`src/rtl/dso_cmd_regs.sv`:
```
// Framed UART command parser and DSO control-register file (sys_clk domain).
// Optional inter-byte timeout enabled by defining DSO_CMD_TIMEOUT_EN.
module dso_cmd_regs #(
  parameter logic [25:0] TIMEOUT_CYC  = 26'd5_000_000,
  parameter logic [9:0]  DECI_DEFAULT = 10'd1
) (
  input  logic        sys_clk,
  input  logic        sys_rst,
  input  logic [7:0]  rx_data,
  input  logic        rx_valid,
  output logic [7:0]  tx_data,
  output logic        tx_valid,
  input  logic        tx_ready,
  output logic        busy,
  output logic        cfg_update,
  output logic [7:0]  trig_level,
  output logic [9:0]  deci_rate,
  output logic        wave_run,
  output logic        trig_edge,
  output logic [4:0]  v_scale,
  output logic        fft_en,
  output logic        fir_en,
  output logic [11:0] trig_line,
  input  logic [19:0] ad_freq,
  input  logic [7:0]  ad_vpp,
  input  logic [7:0]  ad_max,
  input  logic [7:0]  ad_min
);

  typedef enum logic [2:0] {S_IDLE, S_CMD, S_DHI, S_DLO, S_CHK, S_EXEC, S_RESP} state_t;

  state_t      state;
  logic [7:0]  cmd_q, dhi_q, dlo_q;
  logic [7:0]  resp_hi, resp_lo, resp_chk;
  logic [2:0]  resp_idx, resp_last;
  logic        nak_q;
  logic [19:0] freq_snap;
  logic [15:0] rd_word;
  logic [7:0]  next_byte;
  logic [3:0]  addr;
  logic        sum_ok, addr_ok, gap_hit;
  logic        unused_bits;

  function automatic logic [9:0] deci_clamp(input logic [9:0] d);
    return (d == 10'd0) ? 10'd1 : d;
  endfunction

  assign addr    = cmd_q[3:0];
  assign sum_ok  = (8'(cmd_q + dhi_q + dlo_q) == rx_data);
  assign addr_ok = (addr <= 4'h4) || (!cmd_q[7] && addr >= 4'h8 && addr <= 4'hB);

`ifdef DSO_CMD_TIMEOUT_EN
  logic [25:0] gap_cnt;
  logic        in_frame;

  assign in_frame = (state == S_CMD) || (state == S_DHI) || (state == S_DLO) || (state == S_CHK);
  assign gap_hit  = in_frame && !rx_valid && (gap_cnt >= TIMEOUT_CYC);

  always_ff @(posedge sys_clk) begin
    if (sys_rst || !in_frame || rx_valid || gap_hit) gap_cnt <= '0;
    else                                             gap_cnt <= gap_cnt + 26'd1;
  end

  assign unused_bits = ^freq_snap[19:16];
`else
  assign gap_hit     = 1'b0;
  assign unused_bits = ^{freq_snap[19:16], TIMEOUT_CYC};
`endif

  always_comb begin
    rd_word = '0;
    case (addr)
      4'h0: rd_word = {8'd0, trig_level};
      4'h1: rd_word = {6'd0, deci_rate};
      4'h2: rd_word = {12'd0, fir_en, fft_en, trig_edge, wave_run};
      4'h3: rd_word = {11'd0, v_scale};
      4'h4: rd_word = {4'd0, trig_line};
      4'h8: rd_word = {12'd0, ad_freq[19:16]};
      4'h9: rd_word = freq_snap[15:0];
      4'hA: rd_word = {8'd0, ad_vpp};
      4'hB: rd_word = {ad_max, ad_min};
      default: rd_word = '0;
    endcase
  end

  always_comb begin
    next_byte = cmd_q;
    case (resp_idx)
      3'd1:    next_byte = resp_hi;
      3'd2:    next_byte = resp_lo;
      3'd3:    next_byte = resp_chk;
      default: next_byte = cmd_q;
    endcase
  end

  // Frame capture and read-response data: no reset needed
  always_ff @(posedge sys_clk) begin
    if (rx_valid && state == S_CMD) cmd_q <= rx_data;
    if (rx_valid && state == S_DHI) dhi_q <= rx_data;
    if (rx_valid && state == S_DLO) dlo_q <= rx_data;
    if (state == S_EXEC) begin
      resp_hi  <= rd_word[15:8];
      resp_lo  <= rd_word[7:0];
      resp_chk <= 8'(cmd_q + rd_word[15:8] + rd_word[7:0]);
    end
  end

  // Control FSM, register file and TX handshake
  always_ff @(posedge sys_clk) begin
    if (sys_rst) begin
      state      <= S_IDLE;
      tx_valid   <= 1'b0;
      tx_data    <= 8'd0;
      busy       <= 1'b0;
      cfg_update <= 1'b0;
      nak_q      <= 1'b0;
      resp_idx   <= '0;
      resp_last  <= '0;
      freq_snap  <= '0;
      trig_level <= 8'd127;
      deci_rate  <= DECI_DEFAULT;
      wave_run   <= 1'b1;
      trig_edge  <= 1'b1;
      v_scale    <= 5'b1_0010;
      fft_en     <= 1'b0;
      fir_en     <= 1'b0;
      trig_line  <= '0;
    end else begin
      case (state)
        S_IDLE: if (rx_valid && rx_data == 8'h55) state <= S_CMD;
        S_CMD:  if (rx_valid) state <= S_DHI; else if (gap_hit) state <= S_IDLE;
        S_DHI:  if (rx_valid) state <= S_DLO; else if (gap_hit) state <= S_IDLE;
        S_DLO:  if (rx_valid) state <= S_CHK; else if (gap_hit) state <= S_IDLE;
        S_CHK: begin
          // Accept/reject is decided here so cfg_update is a register high during EXEC
          if (rx_valid) begin
            nak_q      <= !(sum_ok && addr_ok);
            cfg_update <= sum_ok && addr_ok && cmd_q[7];
            busy       <= 1'b1;
            state      <= S_EXEC;
          end else if (gap_hit) begin
            state <= S_IDLE;
          end
        end
        S_EXEC: begin
          cfg_update <= 1'b0;
          tx_valid   <= 1'b1;
          resp_idx   <= '0;
          state      <= S_RESP;
          if (nak_q) begin
            tx_data   <= 8'hEE;
            resp_last <= 3'd1;
          end else if (cmd_q[7]) begin
            tx_data   <= 8'hAA;
            resp_last <= 3'd1;
            case (addr)
              4'h0: trig_level <= dlo_q;
              4'h1: deci_rate  <= deci_clamp({dhi_q[1:0], dlo_q});
              4'h2: {fir_en, fft_en, trig_edge, wave_run} <= dlo_q[3:0];
              4'h3: v_scale    <= dlo_q[4:0];
              4'h4: trig_line  <= {dhi_q[3:0], dlo_q};
              default: ;
            endcase
          end else begin
            tx_data   <= 8'hAA;
            resp_last <= 3'd4;
            if (addr == 4'h8) freq_snap <= ad_freq;
          end
        end
        S_RESP: begin
          if (tx_ready) begin
            if (resp_idx == resp_last) begin
              tx_valid <= 1'b0;
              busy     <= 1'b0;
              state    <= S_IDLE;
            end else begin
              tx_data  <= next_byte;
              resp_idx <= resp_idx + 3'd1;
            end
          end
        end
        default: state <= S_IDLE;
      endcase
    end
  end

endmodule

```
`config.mk`:
```
export PLATFORM = sky130hd
export DESIGN_NAME = dso_cmd_regs
export DESIGN_NICKNAME = d
export VERILOG_FILES = /design/src/rtl/dso_cmd_regs.sv
export SDC_FILE = /design/constraint.sdc
export NUM_CORES = 1
export LEC_CHECK = 0
export BUFFER_PORTS_ARGS = -buffer_cell sky130_fd_sc_hd__clkbuf_2
export CORE_MARGIN = 5
export CORE_UTILIZATION = 57
export CTS_CLUSTER_DIAMETER = 100
export DETAILED_ROUTE_END_ITERATION = 8
export PLACE_DENSITY = 0.86
export SETUP_SLACK_MARGIN = 0.4
export SKIP_CTS_REPAIR_TIMING = 1
export SLEW_MARGIN = 20
export SYNTH_ARGS = -nofsm -noshare
export SYNTH_HDL_FRONTEND = slang
export SYNTH_SLANG_ARGS = --single-unit
```
`constraint.sdc`:
```
create_clock -name sys_clk -period 8.1 [get_ports sys_clk]
set_clock_uncertainty 0.05 [all_clocks]
set_input_delay 0.405 -clock sys_clk [delete_from_list [all_inputs] [get_ports sys_clk]]
set_output_delay 0.405 -clock sys_clk [all_outputs]
set_load 0.02 [all_outputs]
```
Yosys cells after proc, flatten, opt, wreduce, memory -nomap -nowiden
Index checks and enable logic that the tools add are counted.
- output and inout bits: 50
- register bits: 124
- logic and storage cells: 117
- reductions and logical operators: 29
- eq/ne operators: 28
- multiplexer cells: 27
- bitwise operators: 2
- add/subtract/negate cells: 5
- magnitude comparators: 3
- operators by type and width (kind ; number):
    16-bit case mux with 9 select lines ; 1
    3-bit two-way mux ; 11
    8-bit adder ; 4
    4-bit AND reduction ; 7
    8-bit case mux with 3 select lines ; 1
    3-bit case mux with 7 select lines ; 1
    4-bit == test, second input constant ; 4
    8-bit two-way mux ; 2
    2-bit inequality test, second input constant ; 8
    8-bit case mux with 2 select lines ; 1
    3-bit by 2-bit == test with 1-bit output, second input constant ; 4
    10-bit zero test ; 1
    10-bit two-way mux ; 1
    3-bit == test, second input constant ; 3
    4-bit by 2-bit == test with 1-bit output, second input constant ; 2
    8-bit by 7-bit == test with 1-bit output, second input constant ; 1
    8-bit == test ; 1
    1-bit logical AND ; 8
    7-bit two-way mux ; 1
    7-bit AND reduction ; 1
    3-bit by 1-bit == test with 1-bit output, second input constant ; 2
    1-bit case mux with 2 select lines ; 3
    3-bit case mux with 2 select lines ; 1
    3-bit AND reduction ; 2
    other kinds (15) ; 23

Longest topological paths before layout
Gate-level depths: netlist (run 1).
- word-level depth: 8
- gate-level depth with buffers: 17
- gate-level depth less buffers: 16

Least setup slack after synthesis (run 1)
Ideal clock, no wire load.
- path type: reg-to-reg
- start: register cmd_q[2]
- end: register resp_chk[7] (data pin)
- arrival time: 3.089 ns
- library setup time: 0.263 ns
- cell stages (with the launch flop): 15
- slack: 4.698 ns
- path buffers: 1
- data required time: 7.787 ns
- cell sequence: edfxtp_1 nand2b_2 nor2_1 clkbuf_1 a221oi_1 nand2_1 fa_1 ha_1 fa_1 a21oi_1 nor2_1 nor2_1 o21bai_1 a21oi_1 xor2_1
- elaborated cells on any way between the ends: 12
- those cells by class: add/sub: 2; eq/ne: 8; mux: 1; reduce/logical: 1
- RTL lines (item ; RTL line ; RTL):
    from (decl) ; 33 ; logic [7:0] cmd_q, dhi_q, dlo_q;
    from (signal assigned) ; 98 ; if (rx_valid && state == S_CMD) cmd_q <= rx_data;
    4-bit == test (tied with other cells) ; 72 ; case (addr)
    16-bit case mux with 9 select lines (*) ; 72 ;
    net rd_word[1] ; 38 ; logic [15:0] rd_word;
    8-bit adder (*) ; 104 ; resp_chk <= 8'(cmd_q + rd_word[15:8] + rd_word[7:0]);
    to (signal assigned) ; 104 ;
    to (decl) ; 34 ; logic [7:0] resp_hi, resp_lo, resp_chk;
Mark *: on every way through the listed nets, which the timed path passes. The rest lies on a longest branch.
A chain may end at the register's enable or synchronous reset.

Worst setup path after layout (run 1)
- start: register cmd_q[1]
- end: register resp_chk[7] (data pin)
- cells in the longest elaborated chain, start to end: 4
- elaborated cells on any way between the ends: 12
- those cells by class: add/sub: 2; eq/ne: 8; mux: 1; reduce/logical: 1
- ends and longest elaborated chain (item ; RTL line):
    4-bit == test (tied with other cells) ; 72
    16-bit case mux with 9 select lines (*) ; 72
    net rd_word[9] ; 38
    8-bit adder (*) (2 in series) ; 104
Marks and branches as above.

==> results_dict.tcl, run 1 <==
set metrics [dict create \
    status "complete, no violations" \
    cap_violations 0 \
    synth_edf_count 48 \
    synth_nets 709 \
    hpwl_mm 13.08 \
    grt_overflow 0 \
    placed_cell_area_sq_um 6671 \
    avgSynthCellArea_sq_um 9.893 \
    finalSetupViolCount 0 \
    end_kind "flop" \
    period_share_pct 56.66 \
    num_vias 5213 \
    grt_antenna_before_repair 0 \
    p_seq_share_pct 45.3 \
    regArea_sq_um 2943 \
    worst-path-buf-inv 0 \
    crit_top_cell "nor2_1" \
    async_reset_ff_share_pct 0 \
    fp.coreArea_sq_um 10700 \
    n_antenna_cell 0 \
    fin_area_sq_um 7262 \
    multi_input_area_sq_um 2935 \
    p_int_mw 1.132 \
    rsz0062_at_grt "no" \
    required_ns 8.33 \
    path_max_fanout 23 \
    fin_hold_ws_ns 0.03776 \
    path_cells "nand2_1 -> nor2_1 -> a22o_1 -> a221o_1 -> fa_1 -> ha_1 -> fa_1 -> a21oi_1 -> nor2_1 -> nor2_1 -> o21bai_1 -> a21oi_1 -> xor2_1" \
    dpl_worst_slack_ns 3.678 \
    fin_nets 801 \
    cp.arrival_ns 4.82 \
    portBuffers 105 \
    initial_core_util_pct 57.43 \
    synth_area_sq_um 6143 \
    clock.fmax_mhz 217.9 \
    numCtsBuffers 17 \
    grt_pass1_wl_mm 27.35 \
    drc 0 \
    via_per_inst 6.020 \
    ys.flop_type "dfxtp_1" \
    die_x_microns 113.8 \
    die_h_microns 113.8 \
    drt_wl_total_mm 17.86 \
    slew_headroom_pct 31.74 \
    first_iter_violations 553 \
    gp_congestion 0.9592 \
    cts_buffer_depth 2 \
    grt_max_degree 62 \
    path_clk_slew_ns 0.06 \
    combPwrFrac_pct 2.5 \
    hold_viol_final 0 \
    finalWorstSetupSlack_ns 3.511 \
    worst_pin_slew_ns 1.020 \
    wire_per_inst_microns 20.62 \
    pin_count 106 \
    cellPowerDensity_nw_per_um2 194.9 \
    grt_pass1_vias 5120 \
    hp-class "input pin to flop" \
    synth_cells 621 \
    clock_latency_ns 0.54 \
    p_clk_share_pct 52.2 \
    switching_share_pct 20.04 \
    cts.sinks 123 \
    cts_tree "done" \
    syn2layout_area_growth_pct 18.21 \
    drive_gt1_share_pct 20.80 \
    slew_viol_final 0 \
    num_rows 38 \
    slowest_stage "edfxtp_1" \
    h-tree-depth 4 \
    ys_ff_latch 123 \
    synth_cell_types 62 \
    peakVddDrop_mv 0.1430 \
    yosys_warnings 0 \
    tns_ns 0 \
    worst_path_dominant_cell_family "simple AND/OR/NAND/NOR gates" \
    dieArea_sq_um 12950 \
    firstDrtPassIters 6 \
    track_usage_pct 27.96 \
    slowest_delay_ns 1.02 \
    ys_seq_area_share_pct 47.90 \
    critPathLaunchType "flop" \
    switching_power_mw 0.2837 \
    postRouteAntennaNets 0 \
    cellLeakagePower_nw 2.915 \
    fin_crit_ns 4.589 \
    cts-root-buf "clkbuf_8" \
    criticalPathCategory "flop to flop" \
    final.fill_count 825 \
]
-- synthesized netlist by cell type, drive strengths merged, types with 3 or more instances --
cell | number | area [sq um]
mux2i | 24 | 240.2
ha | 16 | 200.2
nand2 | 125 | 469.2
a221oi | 3 | 26.28
inv | 20 | 75.07
or3 | 3 | 23.77
buf | 23 | 150.1
nor2 | 52 | 200.2
nand3 | 9 | 45.04
nor3b | 3 | 33.78
a311oi | 5 | 43.79
xnor2 | 20 | 175.2
clkbuf | 12 | 45.04
a211oi | 7 | 52.55
fa | 16 | 320.3
xor2 | 6 | 52.55
a222oi | 11 | 110.1
o21a | 3 | 22.52
nor3 | 10 | 76.33
a22o | 12 | 105.1
edfxtp | 48 | 1441
a22oi | 5 | 37.54
o21ai | 14 | 70.07
a21oi | 57 | 285.3
dfxtp | 75 | 1501
o21bai | 3 | 22.52
nand2b | 3 | 21.27
nand4 | 3 | 18.77
and2 | 6 | 37.54
-- power by group through the flow --
stage	sequential [mW]	combinational, mW	clock (mW)
6_report	0.641	0.0360	0.739
5_1_grt	0.641	0.0388	0.774
4_1_cts	0.641	0.0356	0.743
3_5_place_dp	0.654	0.0350	0
3_3_place_gp	0.654	0.0340	0
2_1_floorplan	0.654	0.0146	0
-- cell usage in the layout (no fill, tap or decap), types with 4 or more instances in the layout --
| cell type | n |
|---|---|
| clkbuf_8 | 5 |
| xor2_1 | 6 |
| nor3_2 | 4 |
| nand3_1 | 9 |
| fa_1 | 16 |
| inv_1 | 19 |
| a211oi_1 | 7 |
| a22oi_1 | 5 |
| nor2_1 | 50 |
| and2_1 | 6 |
| a222oi_1 | 11 |
| nand2_1 | 125 |
| clkbuf_2 | 105 |
| o21ai_0 | 12 |
| a311oi_1 | 5 |
| a22o_1 | 12 |
| xnor2_1 | 20 |
| ha_1 | 16 |
| edfxtp_1 | 48 |
| nor3_1 | 5 |
| dfxtp_1 | 75 |
| a21oi_1 | 57 |
| clkbuf_16 | 18 |
| clkbuf_1 | 4 |
| mux2i_1 | 24 |
-- registers in the layout, indices dropped and copies added (netlist names), 8 cells and up --
name and cells:
freq_snap 16, dhi_q 8, cmd_q 8, deci_rate 10
resp_lo 8, dlo_q 8, trig_line 12, tx_data 8
resp_chk 8, resp_hi 8, trig_level 8
-- per-layer routing --
metal	part of all wire (%)	global-route usage, %
met5	0	0
met4	2.6	12.51
met3	8.9	5.836
met2	49	46.25
met1	39	35.47
-- cells by family after synthesis --
logic type | Yosys count | synth area share (%)
fa+ha+maj | 32 | 8.473
mux | 24 | 3.910
compound gates | 135 | 14.89
simple gates | 226 | 16.72
flops | 123 | 47.90
xor+xnor | 26 | 3.707
buf+inv | 55 | 4.399
-- worst min-delay path: stages --
cell and delay, ns:
clkbuf_2 0.08, nand2_1 0.05, a21oi_1 0.05
-- area by class of cell --
type                       instances  share of cell area, %
inverter                          20                  1.034
clock buffer                      27                  7.357
timing repair buffer             108                  7.547
multi-input combinational        443                  40.42
clock inverter                     5                 0.7064
sequential                       123                  40.52
tap                              140                  2.412
-- worst paths after layout --
kind              slack (ns)  cells after the start                          to                       start
setup / recovery        3.51                     13       resp_chk[7]$_DFFE_PP_          cmd_q[1]$_DFFE_PP_
hold / removal          0.04                      3   freq_snap[1]$_SDFFE_PP0P_                  ad_freq[1]
setup reg to reg        3.51                     13       resp_chk[7]$_DFFE_PP_          cmd_q[1]$_DFFE_PP_
hold reg to reg         0.41                      2  freq_snap[13]$_SDFFE_PP0P_  freq_snap[13]$_SDFFE_PP0P_
-- through the flow --
| stage | total power, mW | instances | utilization, % |
|---|---|---|---|
| detailed placement | 0.6889 | 834 | 62.36 |
| floorplan | 0.6685 | 621 | - |
| global route | 1.454 | 866 | 67.88 |
| CTS | 1.419 | 866 | 67.84 |
| finish | 1.416 | 866 | 67.88 |
| global placement | 0.6879 | 834 | 62.36 |
Power figures use the tool's default switching activity.
==> inputs of run 2 (changes only) <==
- ABC_AREA: unset -> 1
- clock period: 8.1 -> 4.5 ns (I/O delays scaled with it)
==> run 2 against run 1 <==
Sequential power up 84%. Wire length increased by 12%. Power up 94%. Flip-flop and latch count unchanged. The run now ends with negative hold slack left.
==> results_dict.tcl, run 2 <==
set metrics [dict create \
    synth_cell_types 45 \
    layout_commonest_cell "nand2_1" \
    fin_area_sq_um 7848 \
    path_clk_slew_ns 0.06 \
    grt_pass1_wl_mm 29.68 \
    reg2reg_depth 18 \
    crit_end "resp_chk[7]$_DFFE_PP_" \
    drc 0 \
    avgSynthCellArea_sq_um 8.172 \
    worst-path-buf-inv 3 \
    hpwl_mm 13.56 \
    yosysTopAreaCellShare_pct 23.52 \
    period_share_pct 87.07 \
    cts_buffer_depth 2 \
    clock.fmax_mhz 255.2 \
    fin_crit_ns 3.918 \
    criticalPathCategory "flop to flop" \
    cts_tree "done" \
    drt_wl_total_mm 20.00 \
    slowest_delay_ns 0.50 \
    async_reset_ff_share_pct 0 \
    final.fill_count 772 \
    cp_num_cells 18 \
    cellPowerDensity_nw_per_um2 350.6 \
    yosys_warnings 0 \
    top_register "freq_snap" \
    die_h_microns 115.8 \
    cp.arrival_ns 4.16 \
    grt_overflow 0 \
    gp_congestion 0.9776 \
    finalWorstSetupSlack_ns 0.5821 \
    n_antenna_cell 0 \
    grt_antenna_before_repair 0 \
    syn2layout_area_growth_pct 22.96 \
    synth_area_sq_um 6382 \
    first_iter_violations 754 \
    ys_ff_latch 123 \
    failed_checks "negative hold slack" \
    wire_per_inst_microns 18.74 \
    finalSetupViolCount 0 \
    worstReg2RegStart "cmd_q[0]$_DFFE_PP_" \
    num_vias 6332 \
    synth.most_common_cell "nand2_1" \
    ys_seq_area_share_pct 46.11 \
    portBuffers 105 \
    reg2reg_to "resp_chk[7]$_DFFE_PP_" \
    path_cells "inv_1 -> nor2_1 -> nand2_2 -> clkinvlp_4 -> nand2_1 -> nand2_1 -> a211oi_1 -> nand4_1 -> fa_1 -> ha_1 -> fa_1 -> nand4_1 -> nand3_1 -> nand2_1 -> nand2_1 -> nand3b_1 -> nand2_1 -> inv_1" \
    largest_reg_flops 16 \
    die_x_microns 115.8 \
    r2r_setup_slack_ns 0.58 \
    grt_pass1_vias 5895 \
    dpl_worst_slack_ns 0.6470 \
    postRouteAntennaNets 0 \
    crit_top_cell "nand2_1" \
    dieArea_sq_um 13410 \
    end_kind "flop" \
    required_ns 4.74 \
    slowest_stage "fa_1" \
    clock_latency_ns 0.53 \
    hp-class "input pin to flop" \
    slew_headroom_pct 24.32 \
    worst_path_dominant_cell_family "simple AND/OR/NAND/NOR gates" \
    via_per_inst 5.934 \
    fin_nets 1002 \
    numCtsBuffers 17 \
    firstDrtPassIters 6 \
    track_usage_pct 28.93 \
    synth_top_area_cell "dfxtp_1" \
    fp.coreArea_sq_um 10890 \
    rsz0062_at_grt "no" \
    tns_ns 0 \
    cts-root-buf "clkbuf_8" \
    initial_core_util_pct 58.62 \
    synth_edf_count 48 \
    cellLeakagePower_nw 3.599 \
    path_max_fanout 9 \
    cts.sinks 123 \
    grt_max_degree 59 \
    drive_gt1_share_pct 18.34 \
    placed_cell_area_sq_um 6987 \
    status "finished with violations" \
    h-tree-depth 4 \
    synth_common_cells "nand2_1 (187), inv_1 (88), nor2_1 (86)" \
    cap_violations 0 \
    fin_hold_ws_ns -0.001532 \
    num_rows 38 \
    synth_nets 869 \
    hold_viol_final 1 \
    critPathLaunchType "flop" \
    ys.flop_type "dfxtp_1" \
    peakVddDrop_mv 0.2509 \
    final_cell_mix "nand2_1 (186), clkbuf_2 (105), inv_1 (87)" \
    reg_top3 "freq_snap (16), trig_line (12), deci_rate (10)" \
    slew_viol_final 0 \
    yosys-top-cells-area "dfxtp_1 (24%), edfxtp_1 (23%), nand2_1 (11%)" \
    cp-startpoint "cmd_q[0]$_DFFE_PP_" \
    synth_cells 781 \
    pin_count 106 \
    worst_pin_slew_ns 1.128 \
]
## run 2: worst reg2reg max path, delay by kind of cell, from the launching register on
family          cells  cell delay (ns)
compound gates      1             0.26
simple gates       11             1.21
buf+inv             3             0.47
flops               1             0.48
fa+ha+maj           3             1.19
## run 2: stage by stage
stage	util, %	std cells	power (mW)	hold slack (ns)
after floorplan	-	781	1.352	0.2739
after global placement	64.17	1006	1.418	0.3882
after CTS	69.44	1038	2.723	-0.1176
after detailed placement	64.17	1006	1.426	0.3967
final	72.08	1067	2.751	-0.001532
after global routing	72.08	1067	2.829	0.04763
## run 2: final cells by class
| class | count | area (sq um) | area share (%) |
|---|---|---|---|
| multi-input combinational | 540 | 2962 | 37.74 |
| sequential | 123 | 2943 | 37.50 |
| timing repair buffer | 138 | 835.8 | 10.65 |
| clock buffer | 18 | 439.2 | 5.596 |
| inverter | 94 | 357.8 | 4.560 |
| tap | 140 | 175.2 | 2.232 |
| clock inverter | 14 | 135.1 | 1.722 |
## run 2: logic make-up (layout without fill, tap and decap cells)
family | after synthesis | after routing | share of synthesized area, %
XOR/XNOR | 9 | 9 | 1.235
AND/OR/NAND/NOR | 350 | 350 | 23.35
flip-flops | 123 | 123 | 46.11
AO/OA/AOI/OAI | 149 | 149 | 13.62
buffers and inverters | 118 | 264 | 7.528
adder cells (fa/ha/maj) | 32 | 32 | 8.155
## run 2: worst min path at each step
stage	startpoint	end	depth (start not counted)	slack [ns]
floorplan	rx_data[0]	cmd_q[0]$_DFFE_PP_	0	0.27
global placement	tx_valid$_SDFFE_PP0P_	tx_valid$_SDFFE_PP0P_	2	0.39
detailed placement	tx_valid$_SDFFE_PP0P_	tx_valid$_SDFFE_PP0P_	2	0.40
CTS	ad_freq[4]	freq_snap[4]$_SDFFE_PP0P_	3	-0.12
global route	ad_max[7]	resp_hi[7]$_DFFE_PP_	3	0.05
finish	rx_valid	busy$_SDFFE_PP0P_	3	-0.002
## run 2: routing by layer
| metal | global-route usage, % | wire length, microns | up-vias |
|---|---|---|---|
| li1 | - | - | 2866 |
| met1 | 35.91 | 7187 | 2894 |
| met2 | 47.03 | 9418 | 482 |
| met3 | 6.684 | 2352 | 90 |
| met4 | 15.39 | 1041 | 0 |
| met5 | 0 | 0 | - |
## run 2: where the power goes
group	total, mW	internal, mW	leakage (nW)	switching [mW]
Sequential	1.18	1.17	1.04	0.0143
Clock	1.32	0.776	0.287	0.542
Combinational	0.250	0.100	2.27	0.150
Total	2.75	2.05	3.60	0.706
==> inputs of run 3 (changes only) <==
- REMOVE_ABC_BUFFERS: unset -> 1
==> run 3 against run 2 <==
The run still ends with negative hold slack left. Count of clock-buffer cells in the layout unchanged. Worst setup slack better by 0.064 ns. Combinational power down 2%. Register-to-register slack better by 0.06 ns. Die area unchanged. Critical endpoint unchanged. Largest cell class unchanged. Highest routed layer unchanged.
==> results_dict.tcl, run 3 (same netlist as run 2, synthesis figures left out) <==
set metrics [dict create \
    status "finished with violations" \
    slowest_stage "nor2_1" \
    portBuffers 105 \
    hpwl_mm 13.09 \
    die_x_microns 115.8 \
    path_cells "inv_1 -> nand2_1 -> nor2_1 -> buf_4 -> nand2_1 -> nand4_1 -> fa_1 -> ha_1 -> fa_1 -> nand4_1 -> nand3_1 -> nand2_1 -> nand2_1 -> nand3b_1 -> nand2_1 -> inv_1" \
    drt_wl_total_mm 18.69 \
    gp_congestion 0.9435 \
    switching_share_pct 26.62 \
    finalSetupViolCount 0 \
    peakVddDrop_mv 0.3171 \
    critPathLaunchType "flop" \
    criticalPathCategory "flop to flop" \
    postRouteAntennaNets 0 \
    period_share_pct 85.65 \
    combPwrFrac_pct 8.9 \
    cellPowerDensity_nw_per_um2 349.1 \
    num_vias 6090 \
    dieArea_sq_um 13410 \
    die_h_microns 115.8 \
    worst_pin_slew_ns 0.8126 \
    worst-path-buf-inv 3 \
    cp.arrival_ns 4.10 \
    r2r_setup_slack_ns 0.65 \
    slew_viol_final 0 \
    firstDrtPassIters 5 \
    clock_latency_ns 0.55 \
    p_seq_share_pct 43.4 \
    cellLeakagePower_nw 3.586 \
    syn2layout_area_growth_pct 22.43 \
    first_iter_violations 656 \
    drc 0 \
    fin_hold_ws_ns -0.01223 \
    drive_gt1_share_pct 17.95 \
    path_clk_slew_ns 0.06 \
    end_kind "flop" \
    switching_power_mw 0.7262 \
    top_register "freq_snap" \
    worst_path_dominant_cell_family "simple AND/OR/NAND/NOR gates" \
    cap_violations 0 \
    grt_max_degree 54 \
    largest_reg_flops 16 \
    numCtsBuffers 17 \
    h-tree-depth 4 \
    n_antenna_cell 0 \
    grt_antenna_before_repair 0 \
    path_max_fanout 10 \
    cts-root-buf "clkbuf_8" \
    slew_headroom_pct 45.63 \
    slowest_delay_ns 0.62 \
    required_ns 4.75 \
    crit_top_cell "nand2_1" \
    regArea_sq_um 2943 \
    layout_commonest_cell "nand2_1" \
    pin_count 106 \
    via_per_inst 5.718 \
    reg_top3 "freq_snap (16), trig_line (12), deci_rate (10)" \
    wire_per_inst_microns 17.55 \
    grt_pass1_vias 5740 \
    multi_input_area_sq_um 2959 \
    initial_core_util_pct 58.62 \
    hold_viol_final 2 \
    cts.sinks 123 \
    grt_pass1_wl_mm 28.89 \
    num_rows 38 \
    clock.fmax_mhz 259.4 \
    cts_buffer_depth 2 \
    final_cell_mix "nand2_1 (187), clkbuf_2 (105), inv_1 (88)" \
    p_clk_share_pct 47.7 \
    failed_checks "negative hold slack" \
    track_usage_pct 28.11 \
    fp.coreArea_sq_um 10890 \
    p_int_mw 2.002 \
    fin_crit_ns 3.854 \
    final.fill_count 785 \
    grt_overflow 0 \
    cts_tree "done" \
    rsz0062_at_grt "no" \
    hp-class "input pin to flop" \
    fin_nets 1000 \
    tns_ns 0 \
]
## run 3: cell types whose count changed in the layout (fill, tap and decap cells not counted), sizes merged
| cell | delta |
|---|---|
| buf | -2 |
| bufinv | -1 |
| clkinv | -9 |
| clkinvlp | +1 |
| inv | +9 |
## run 3: final cells by class
type                       instances  share of cell area, %
clock buffer                      18                  5.620
multi-input combinational        540                  37.87
inverter                          94                  4.532
clock inverter                    14                  1.569
timing repair buffer             136                  10.50
tap                              140                  2.242
sequential                       123                  37.66
## run 3: tightest hold or removal path: stages
cell	delay [ns]
clkbuf_2	0.10
nand2_1	0.12
a21oi_1	0.08
## run 3: path summary, 6_finish.rpt
check,from,end,cells past startpoint
max,cmd_q[2]$_DFFE_PP_,resp_chk[7]$_DFFE_PP_,16
min,rx_valid,busy$_SDFFE_PP0P_,3
max reg2reg,cmd_q[2]$_DFFE_PP_,resp_chk[7]$_DFFE_PP_,16
min reg2reg,busy$_SDFFE_PP0P_,busy$_SDFFE_PP0P_,2
## run 3: through the flow
step                setup slack (ns)  total power [mW]  std cells  util [%]  area [sq um]
floorplan                      1.120             1.349        757         -          6256
global placement              0.8561             1.418       1008     64.31          7002
detailed placement            0.7070             1.425       1008     64.31          7002
CTS                           0.6638             2.706       1040     69.47          7564
global route                  0.4128             2.820       1065     71.77          7814
finish                        0.6457             2.728       1065     71.77          7814
## run 3: routing by layer
layer | wire, microns | GRT usage [%] | up-vias
met5 | 0 | 0 | -
met4 | 657 | 11.14 | 0
met3 | 1972 | 6.841 | 60
met2 | 8938 | 45.42 | 358
met1 | 7119 | 36.61 | 2816
li1 | - | - | 2856
## run 3: power groups by stage
stage	registers (mW)	logic, mW	clock network (mW)
floorplan	1.20	0.146	0
detailed placement	1.21	0.218	0
CTS	1.18	0.222	1.30
finish	1.18	0.244	1.30
global placement	1.21	0.212	0
global route	1.18	0.274	1.36
